$ cat config.mk
export PLATFORM = sky130hd
export DESIGN_NAME = conv11_host_drv
export DESIGN_NICKNAME = d
export VERILOG_FILES = /design/src/rtl/conv11_host_drv.sv
export SDC_FILE = /design/constraint.sdc
export NUM_CORES = 1
export LEC_CHECK = 0
export BUFFER_PORTS_ARGS = -buffer_cell sky130_fd_sc_hd__clkbuf_2
export CORE_ASPECT_RATIO = 0.8
export CORE_MARGIN = 5
export CORE_UTILIZATION = 25
export DETAILED_ROUTE_END_ITERATION = 8
export PLACE_DENSITY_LB_ADDON = 0.08
export SLEW_MARGIN = 20
export SYNTH_ARGS = -nofsm -noshare
export SYNTH_HDL_FRONTEND = slang
export SYNTH_SLANG_ARGS = --single-unit
$ cat constraint.sdc
create_clock -name clk -period 5.85 [get_ports clk]
set_input_delay 0.8775 -clock clk [delete_from_list [all_inputs] [get_ports clk]]
set_output_delay 0.8775 -clock clk [all_outputs]
set_load 0.01 [all_outputs]
$ cat src/rtl/conv11_host_drv.sv
// Host-side driver for a conv11 unit: streams preloaded activation/weight buffers over
// valid/ready channels, sequences start/done, and captures results in a readable buffer.
module conv11_host_drv #(
  parameter int DATA_WIDTH = 8,
  parameter int OUT_WIDTH  = 8,
  parameter int NUM_IN     = 4,
  parameter int NUM_OUT    = 4,
  parameter int TIMEOUT    = 1024
) (
  input  logic                                             clk,
  input  logic                                             rst,
  input  logic                                             host_start,
  output logic                                             host_done,
  output logic                                             busy,
  output logic                                             timeout_err,
  input  logic                                             wr_en,
  input  logic                                             wr_sel,
  input  logic [((NUM_IN > 1) ? $clog2(NUM_IN) : 1)-1:0]   wr_addr,
  input  logic [DATA_WIDTH-1:0]                            wr_din,
  input  logic [((NUM_OUT > 1) ? $clog2(NUM_OUT) : 1)-1:0] rd_addr,
  output logic [OUT_WIDTH-1:0]                             rd_dout,
  output logic                                             conv_start,
  input  logic                                             conv_done,
  output logic                                             input_valid_out,
  input  logic                                             input_ready_in,
  output logic [DATA_WIDTH-1:0]                            data_out,
  output logic                                             weight_valid_out,
  input  logic                                             weight_ready_in,
  output logic [DATA_WIDTH-1:0]                            weight_data,
  input  logic                                             out_valid_in,
  output logic                                             out_ready_out,
  input  logic [OUT_WIDTH-1:0]                             out_data_in
);

  localparam int IN_AW  = (NUM_IN > 1) ? $clog2(NUM_IN) : 1;
  localparam int OUT_AW = (NUM_OUT > 1) ? $clog2(NUM_OUT) : 1;
  localparam int IN_CW  = $clog2(NUM_IN + 1);
  localparam int OUT_CW = $clog2(NUM_OUT + 1);
  localparam int WD_W   = $clog2(TIMEOUT + 1);

  localparam logic [IN_CW-1:0]  IN_MAX  = IN_CW'(NUM_IN);
  localparam logic [OUT_CW-1:0] OUT_MAX = OUT_CW'(NUM_OUT);
  localparam logic [WD_W-1:0]   WD_LAST = WD_W'(TIMEOUT - 1);

  localparam logic [1:0] S_IDLE  = 2'd0;
  localparam logic [1:0] S_START = 2'd1;
  localparam logic [1:0] S_RUN   = 2'd2;
  localparam logic [1:0] S_FIN   = 2'd3;

  logic [1:0]            state_reg, state_next;
  logic [IN_CW-1:0]      in_cnt_reg, w_cnt_reg;
  logic [OUT_CW-1:0]     o_cnt_reg;
  logic [WD_W-1:0]       wd_cnt_reg;
  logic                  done_latch_reg;
  logic                  timeout_err_reg;
  logic [OUT_WIDTH-1:0]  rd_dout_reg;

  logic [DATA_WIDTH-1:0] act_buf    [NUM_IN];
  logic [DATA_WIDTH-1:0] weight_buf [NUM_IN];
  logic [OUT_WIDTH-1:0]  res_buf    [NUM_OUT];

  logic run, in_hs, w_hs, out_hs, all_done, wd_expire;

  assign run       = (state_reg == S_RUN);
  assign in_hs     = input_valid_out & input_ready_in;
  assign w_hs      = weight_valid_out & weight_ready_in;
  assign out_hs    = out_ready_out & out_valid_in;
  assign all_done  = (in_cnt_reg == IN_MAX) && (w_cnt_reg == IN_MAX) &&
                     (o_cnt_reg == OUT_MAX) && done_latch_reg;
  assign wd_expire = run && (wd_cnt_reg == WD_LAST);

  // Valids and ready depend only on state and counters, never on the peer's ready/valid.
  assign input_valid_out  = run && (in_cnt_reg < IN_MAX);
  assign weight_valid_out = run && (w_cnt_reg < IN_MAX);
  assign out_ready_out    = run && (o_cnt_reg < OUT_MAX);
  assign data_out         = input_valid_out  ? act_buf[in_cnt_reg[IN_AW-1:0]]   : '0;
  assign weight_data      = weight_valid_out ? weight_buf[w_cnt_reg[IN_AW-1:0]] : '0;

  assign conv_start  = (state_reg == S_START);
  assign busy        = (state_reg != S_IDLE);
  assign host_done   = (state_reg == S_FIN);
  assign timeout_err = timeout_err_reg;
  assign rd_dout     = rd_dout_reg;

  always_comb begin
    state_next = state_reg;
    case (state_reg)
      S_IDLE:  if (host_start) state_next = S_START;
      S_START: state_next = S_RUN;
      S_RUN:   if (all_done || wd_expire) state_next = S_FIN;
      default: state_next = S_IDLE;
    endcase
  end

  always_ff @(posedge clk) begin
    if (rst) begin
      state_reg       <= S_IDLE;
      in_cnt_reg      <= '0;
      w_cnt_reg       <= '0;
      o_cnt_reg       <= '0;
      wd_cnt_reg      <= '0;
      done_latch_reg  <= 1'b0;
      timeout_err_reg <= 1'b0;
    end else begin
      state_reg <= state_next;
      if (state_reg == S_IDLE && host_start) begin
        in_cnt_reg      <= '0;
        w_cnt_reg       <= '0;
        o_cnt_reg       <= '0;
        wd_cnt_reg      <= '0;
        done_latch_reg  <= 1'b0;
        timeout_err_reg <= 1'b0;
      end
      if (run) begin
        if (in_hs)     in_cnt_reg     <= in_cnt_reg + IN_CW'(1);
        if (w_hs)      w_cnt_reg      <= w_cnt_reg + IN_CW'(1);
        if (out_hs)    o_cnt_reg      <= o_cnt_reg + OUT_CW'(1);
        if (conv_done) done_latch_reg <= 1'b1;
        wd_cnt_reg <= wd_cnt_reg + WD_W'(1);
        // A job that completes on the watchdog's last cycle is not an abort.
        if (wd_expire && !all_done) timeout_err_reg <= 1'b1;
      end
    end
  end

  // Input buffers are frozen for the whole job, including FIN.
  always_ff @(posedge clk) begin
    if (wr_en && state_reg == S_IDLE) begin
      if (wr_sel) act_buf[wr_addr]    <= wr_din;
      else        weight_buf[wr_addr] <= wr_din;
    end
  end

  always_ff @(posedge clk) begin
    if (out_hs) res_buf[o_cnt_reg[OUT_AW-1:0]] <= out_data_in;
  end

  always_ff @(posedge clk) begin
    if (rst) rd_dout_reg <= '0;
    else     rd_dout_reg <= res_buf[rd_addr];
  end

endmodule

==> metrics.txt, run 1 <==
critical path class=reg2out; DRC=0; Yosys reg bits=128; die width=170 um; ys async rst share=0%; Final setup viols=0; Fmax=291 MHz; CTS tree=yes; DRT Pass-1 Iters=6; nets@finish=429; Critical R2R Launch=state_reg[0]; max-slew violations=0; Die ar.=0.0236 sq mm; Core Rows=46; design area=0.00632 sq mm; Final GP Congestion=0.669; PostCTS Resize Cnt=0; ANT cells=0; setup TNS=0 ps; # hold bufs at CTS=0; PD cells=378 mW/mm^2; Critical Path Max Stage Delay=810 ps; total congestion overflow=0; outcome=finished, final reports clean; share of layout cells above drive strength 1=31.0%; initial antenna violation count=0; clock latency on the worst-skew pair=410 ps; vias in the first global route=2987; worst setup margin=2410 ps; final hold violation count=0; Gate Count Post-Synth=323; Worst-path clk slew=60 ps; core area=0.0200 sq mm; CTS H-tree depth=4; static leakage=2.22 nW; Slew headroom=37.7%; Via density=4.27; via count=2836; RSZ-0062 raised after global routing=false; Max Cap Viol=0; # fillers=2006; CP Launch Point=state_reg[0]; global-route wire length before repair=17800 um; slowest cell on the critical path=nor2b_1; peak supply drop=0.173 mV; Req. time, crit path=4970 ps; area of placed instances=0.00572 sq mm; crit-path cells=inv_1, ha_1, nor2b_1, and2_1, clkbuf_2; pre-CTS setup slack=2760 ps; DRT iter0 DRCs=134; slew at the pin closest to its max-slew limit=933 ps; crit start category=register; Final Core Density=31.6%; final cell count without fillers=664; HPWL after DPL=7620 um; Root Driver=clkbuf_16; crit path DAT=2560 ps; CP max FO=15; I/O Buffers=59; Layout area overhead=23.0%; Layout Skew=7.56 ps; Fin Hold WS=461 ps; minimum clock period=3440 ps; synth warn=0; worst min path class=reg2reg; total track usage=10.0%; wire length per cell=17.1 um; clk sinks=128; die height=138 um; clk buf depth=2; post-CTS setup buffer count=0; Final ANT Viol Nets=0; dpl cells=632; post-synthesis sequential area ratio=68.5%; Starting Density=25.7%; Worst setup endpoint=data_out[2]; Synth Cell Area=0.00514 sq mm; Cell variety after synth=41; Worst Reg-to-Reg Cells=5; IO Pins=60; ys flop type=edfxtp_1; total power=2.39 mW; R2R Setup Slk=3360 ps; Tcrit/Tclk final=58.8%; Crit. End Element=output port; reg2reg end=weight_buf[1][0]; Synth Net Count=365; final WL=11400 um; Post-synth EDFFs=96; average cell area after synthesis=15.9 sq um; CTS buffer count=17; largest net degree at the start of global routing=33
## cell families after synthesis
logic type      after synthesis  share of synthesized area (%)
xor+xnor                      3                          0.511
mux                          30                           11.7
simple gates                 99                           11.0
buf+inv                      26                           2.02
fa+ha+maj                    13                           3.16
compound gates               24                           2.99
flops                       128                           68.5
## final cells by class
cell class / instances / area, sq um / area share, %
multi-input cells: 169 / 1520 / 24.0
well taps: 264 / 330 / 5.22
repair buffers: 60 / 303 / 4.79
clock buffers: 17 / 425 / 6.73
clock inverters: 15 / 180 / 2.85
inverters: 11 / 41.3 / 0.653
flip-flops and latches: 128 / 3520 / 55.7
## critical path: cells and delay by family (launching register included)
family / cells / cell delay (ps)
buffers and inverters: 2 / 250
AND/OR/NAND/NOR: 2 / 1050
adder cells (fa/ha/maj): 1 / 510
flip-flops: 1 / 330
## metal layers
metal | up-vias | GRT usage (%) | part of all wire, %
met1 | 1431 | 14.2 | 49
met4 | 0 | 3.78 | 1.2
met2 | 47 | 14.8 | 46
met5 | - | 0 | 0
met3 | 9 | 2.54 | 3.3
li1 | 1349 | - | -
## placed cells by master, fill, tap and decap left out, types with 3 or more instances in the layout
cell	count
clkinv_1	3
nand3_1	13
clkbuf_2	59
dfxtp_1	32
nand4_1	4
ha_1	13
edfxtp_1	96
inv_1	11
inv_6	7
mux2i_1	4
nor2b_1	10
and2_1	20
bufinv_16	3
nand2b_1	4
a21oi_1	12
mux4_2	24
clkbuf_16	17
nor2_1	19
o21ai_0	3
nand2_1	13
## worst min-delay path by stage
stage	cells after the start	to	startpoint	slack, ps
after global placement	2	timeout_err	timeout_err	450
after CTS	2	timeout_err	timeout_err	460
after global routing	2	timeout_err	timeout_err	500
after floorplan	2	wd_cnt_reg[7]	wd_cnt_reg[7]	460
final	2	timeout_err	timeout_err	460
after detailed placement	2	timeout_err	timeout_err	450
## cell usage after synthesis (all sizes together), types with 2 or more instances
library cell	n	area, sq um
nor2	19	71.3
edfxtp	96	2880
a32oi	2	17.5
and2	21	134
o21ai	3	15.0
mux4	24	541
nand2b	4	25.0
clkbuf	9	33.8
or2	2	12.5
nor3	2	10.0
mux2i	4	40.0
nand3	13	65.1
inv	11	41.3
nand4	6	67.6
dfxtp	32	641
buf	6	28.8
xor2	2	17.5
nand2	13	48.8
mux2	2	22.5
a21oi	12	60.1
nand3b	2	15.0
or3	2	12.5
and4	2	20.0
nor2b	10	62.6
ha	13	163
## power by group
group	switching, mW	internal (mW)	leakage (nW)	total, mW
logic	0.163	0.0984	0.797	0.261
registers	0.0219	1.01	1.13	1.03
clock network	0.419	0.677	0.297	1.10
total	0.603	1.79	2.22	2.39
Power figures use the tool's default switching activity.
==> inputs of run 2 (changes only) <==
- clock period: 5.85 -> 2.91 ns (I/O delays scaled with it)
==> metrics.txt, run 2 (synthesis gave the netlist of run 1 again) <==
Fmax=416 MHz; final hold violation count=0 (unchanged); final WL=11400 um (about the same); peak supply drop=0.288 mV (+67%); I/O Buffers=59 (unchanged); CTS buffer count=17 (unchanged); Die ar.=0.0236 sq mm (unchanged); Psw=1.26 mW (+110%); # fillers=2026 (+1.0%); DRC=0 (unchanged); Via density=4.23 (-0.94%); DRT iter0 DRCs=171 (+28%); Final ANT Viol Nets=0 (unchanged); die height=138 um (unchanged); crit path DAT=1970 ps (-590 ps); minimum clock period=2400 ps; post-CTS setup buffer count=0 (unchanged); PD cells=729 mW/mm^2 (+93%); Layout area overhead=23.9%; CTS tree=yes; Worst-path clk slew=70 ps (about the same); ANT cells=0 (unchanged); clk buf depth=2 (unchanged); critical path class=reg2out; outcome=finished, final reports clean; Crit. End Element=output port; crit start category=register; Flop pwr share=44.5% (+1.3 points); Final Core Density=31.8% (+0.23 points); Sw Ratio=27.1% (+1.8 points); Root Driver=clkbuf_16; Req. time, crit path=2470 ps (-2500 ps); slew at the pin closest to its max-slew limit=773 ps (-160 ps); met1 usage=14.1% (-0.11 points); met3 Resource Use GR=2.74% (+0.20 points); Max Cap Viol=0 (unchanged); clk sinks=128 (unchanged); Tcrit/Tclk final=82.6%; vias in the first global route=3018 (+1.0%); Starting Density=25.7% (unchanged); combinational power share=12.0% (+1.1 points); CP max FO=7 (-8); die width=170 um (unchanged); grt peak-use layer=met2; commonest non-fill, non-tap cells in the layout=96 x edfxtp_1, 59 x clkbuf_2, 32 x dfxtp_1, 24 x mux4_2, 20 x and2_1; clock share of power=43.5% (-2.3 points); Slew headroom=48.5% (+11 points); CTS H-tree depth=4 (unchanged); Layout Skew=5.16 ps (-2.40 ps); via count=2860 (+0.85%); PostCTS Resize Cnt=0 (unchanged); M2 GR Usage=15.5% (+0.69 points); DRT Pass-1 Iters=4 (-2); IO Pins=60 (unchanged); setup TNS=0 ps (unchanged); # hold bufs at CTS=0 (unchanged); core area=0.0200 sq mm (unchanged); static leakage=2.27 nW (+2.0%); wire length per cell=16.9 um (-1.7%); largest net degree at the start of global routing=33 (unchanged); nets@finish=441 (+2.8%); total congestion overflow=0 (unchanged); HPWL after DPL=7860 um (+3.2%); total track usage=10.3% (+0.22 points); max-slew violations=0 (unchanged); leading cell type in the layout, fill and taps excluded=edfxtp_1; share of layout cells above drive strength 1=33.5% (+2.5 points); internal power=3.39 mW (+90%); clock latency on the worst-skew pair=410 ps (about the same); Core Rows=46 (unchanged); worst min path class=in2reg; initial antenna violation count=0 (unchanged); Final setup viols=0 (unchanged); global-route wire length before repair=18000 um (+0.77%); Final GP Congestion=0.672 (+0.48%); RSZ-0062 raised after global routing=false
[run 2: cell types whose count changed in the layout (fill, tap and decap cells not counted), sizes merged]
cell | previous run | this run
inv | 18 | 22
bufinv | 3 | 0
buf | 1 | 13
clkinv | 5 | 2
clkinvlp | 0 | 2
[run 2: critical path: stages, from the launching register on]
cell and delay, ps:
dfxtp_1 490, buf_4 240, mux4_2 520, and2_1 170
clkbuf_2 120
[run 2: stage by stage]
stage / cell area (sq um) / setup WS [ps] / power (mW) / std cells / hold slack (ps)
2_1_floorplan: 5140 / 857 / 2.44 / 323 / 456
3_3_place_gp: 5800 / 867 / 2.69 / 644 / 449
3_5_place_dp: 5800 / 885 / 2.68 / 644 / 450
4_1_cts: 6370 / 431 / 4.73 / 676 / 229
5_1_grt: 6370 / 351 / 4.88 / 676 / 227
6_report: 6370 / 507 / 4.65 / 676 / 243
[run 2: worst paths after layout]
check	from	endpoint	slack, ps	cells past startpoint
hold / removal	out_data_in[5]	res_buf[2][5]	240	1
setup / recovery	w_cnt_reg[0]	weight_data[3]	510	4
hold reg to reg	timeout_err	timeout_err	460	2
setup reg to reg	state_reg[0]	weight_buf[1][7]	960	6
[run 2: metal layers]
metal  wire, um  part of all wire [%]  vias up
met2       5370                    47       62
met1       5370                    47     1415
li1           -                     -     1373
met4        132                   1.2        0
met3        516                   4.5       10
met5          0                     0        -
[run 2: layout make-up]
cell class | instances | area, sq um | area share [%]
multi-input combinational | 169 | 1510 | 23.8
clock inverter | 15 | 141 | 2.22
tap | 264 | 330 | 5.19
timing repair buffer | 72 | 393 | 6.17
sequential | 128 | 3520 | 55.3
inverter | 11 | 41.3 | 0.648
clock buffer | 17 | 425 | 6.68
[run 2: power groups by stage]
stage | Combinational [mW] | Clock, mW | Sequential (mW)
after global routing | 0.625 | 2.18 | 2.07
after global placement | 0.578 | 0 | 2.11
final | 0.556 | 2.02 | 2.07
after detailed placement | 0.575 | 0 | 2.11
after CTS | 0.578 | 2.09 | 2.07
after floorplan | 0.340 | 0 | 2.10
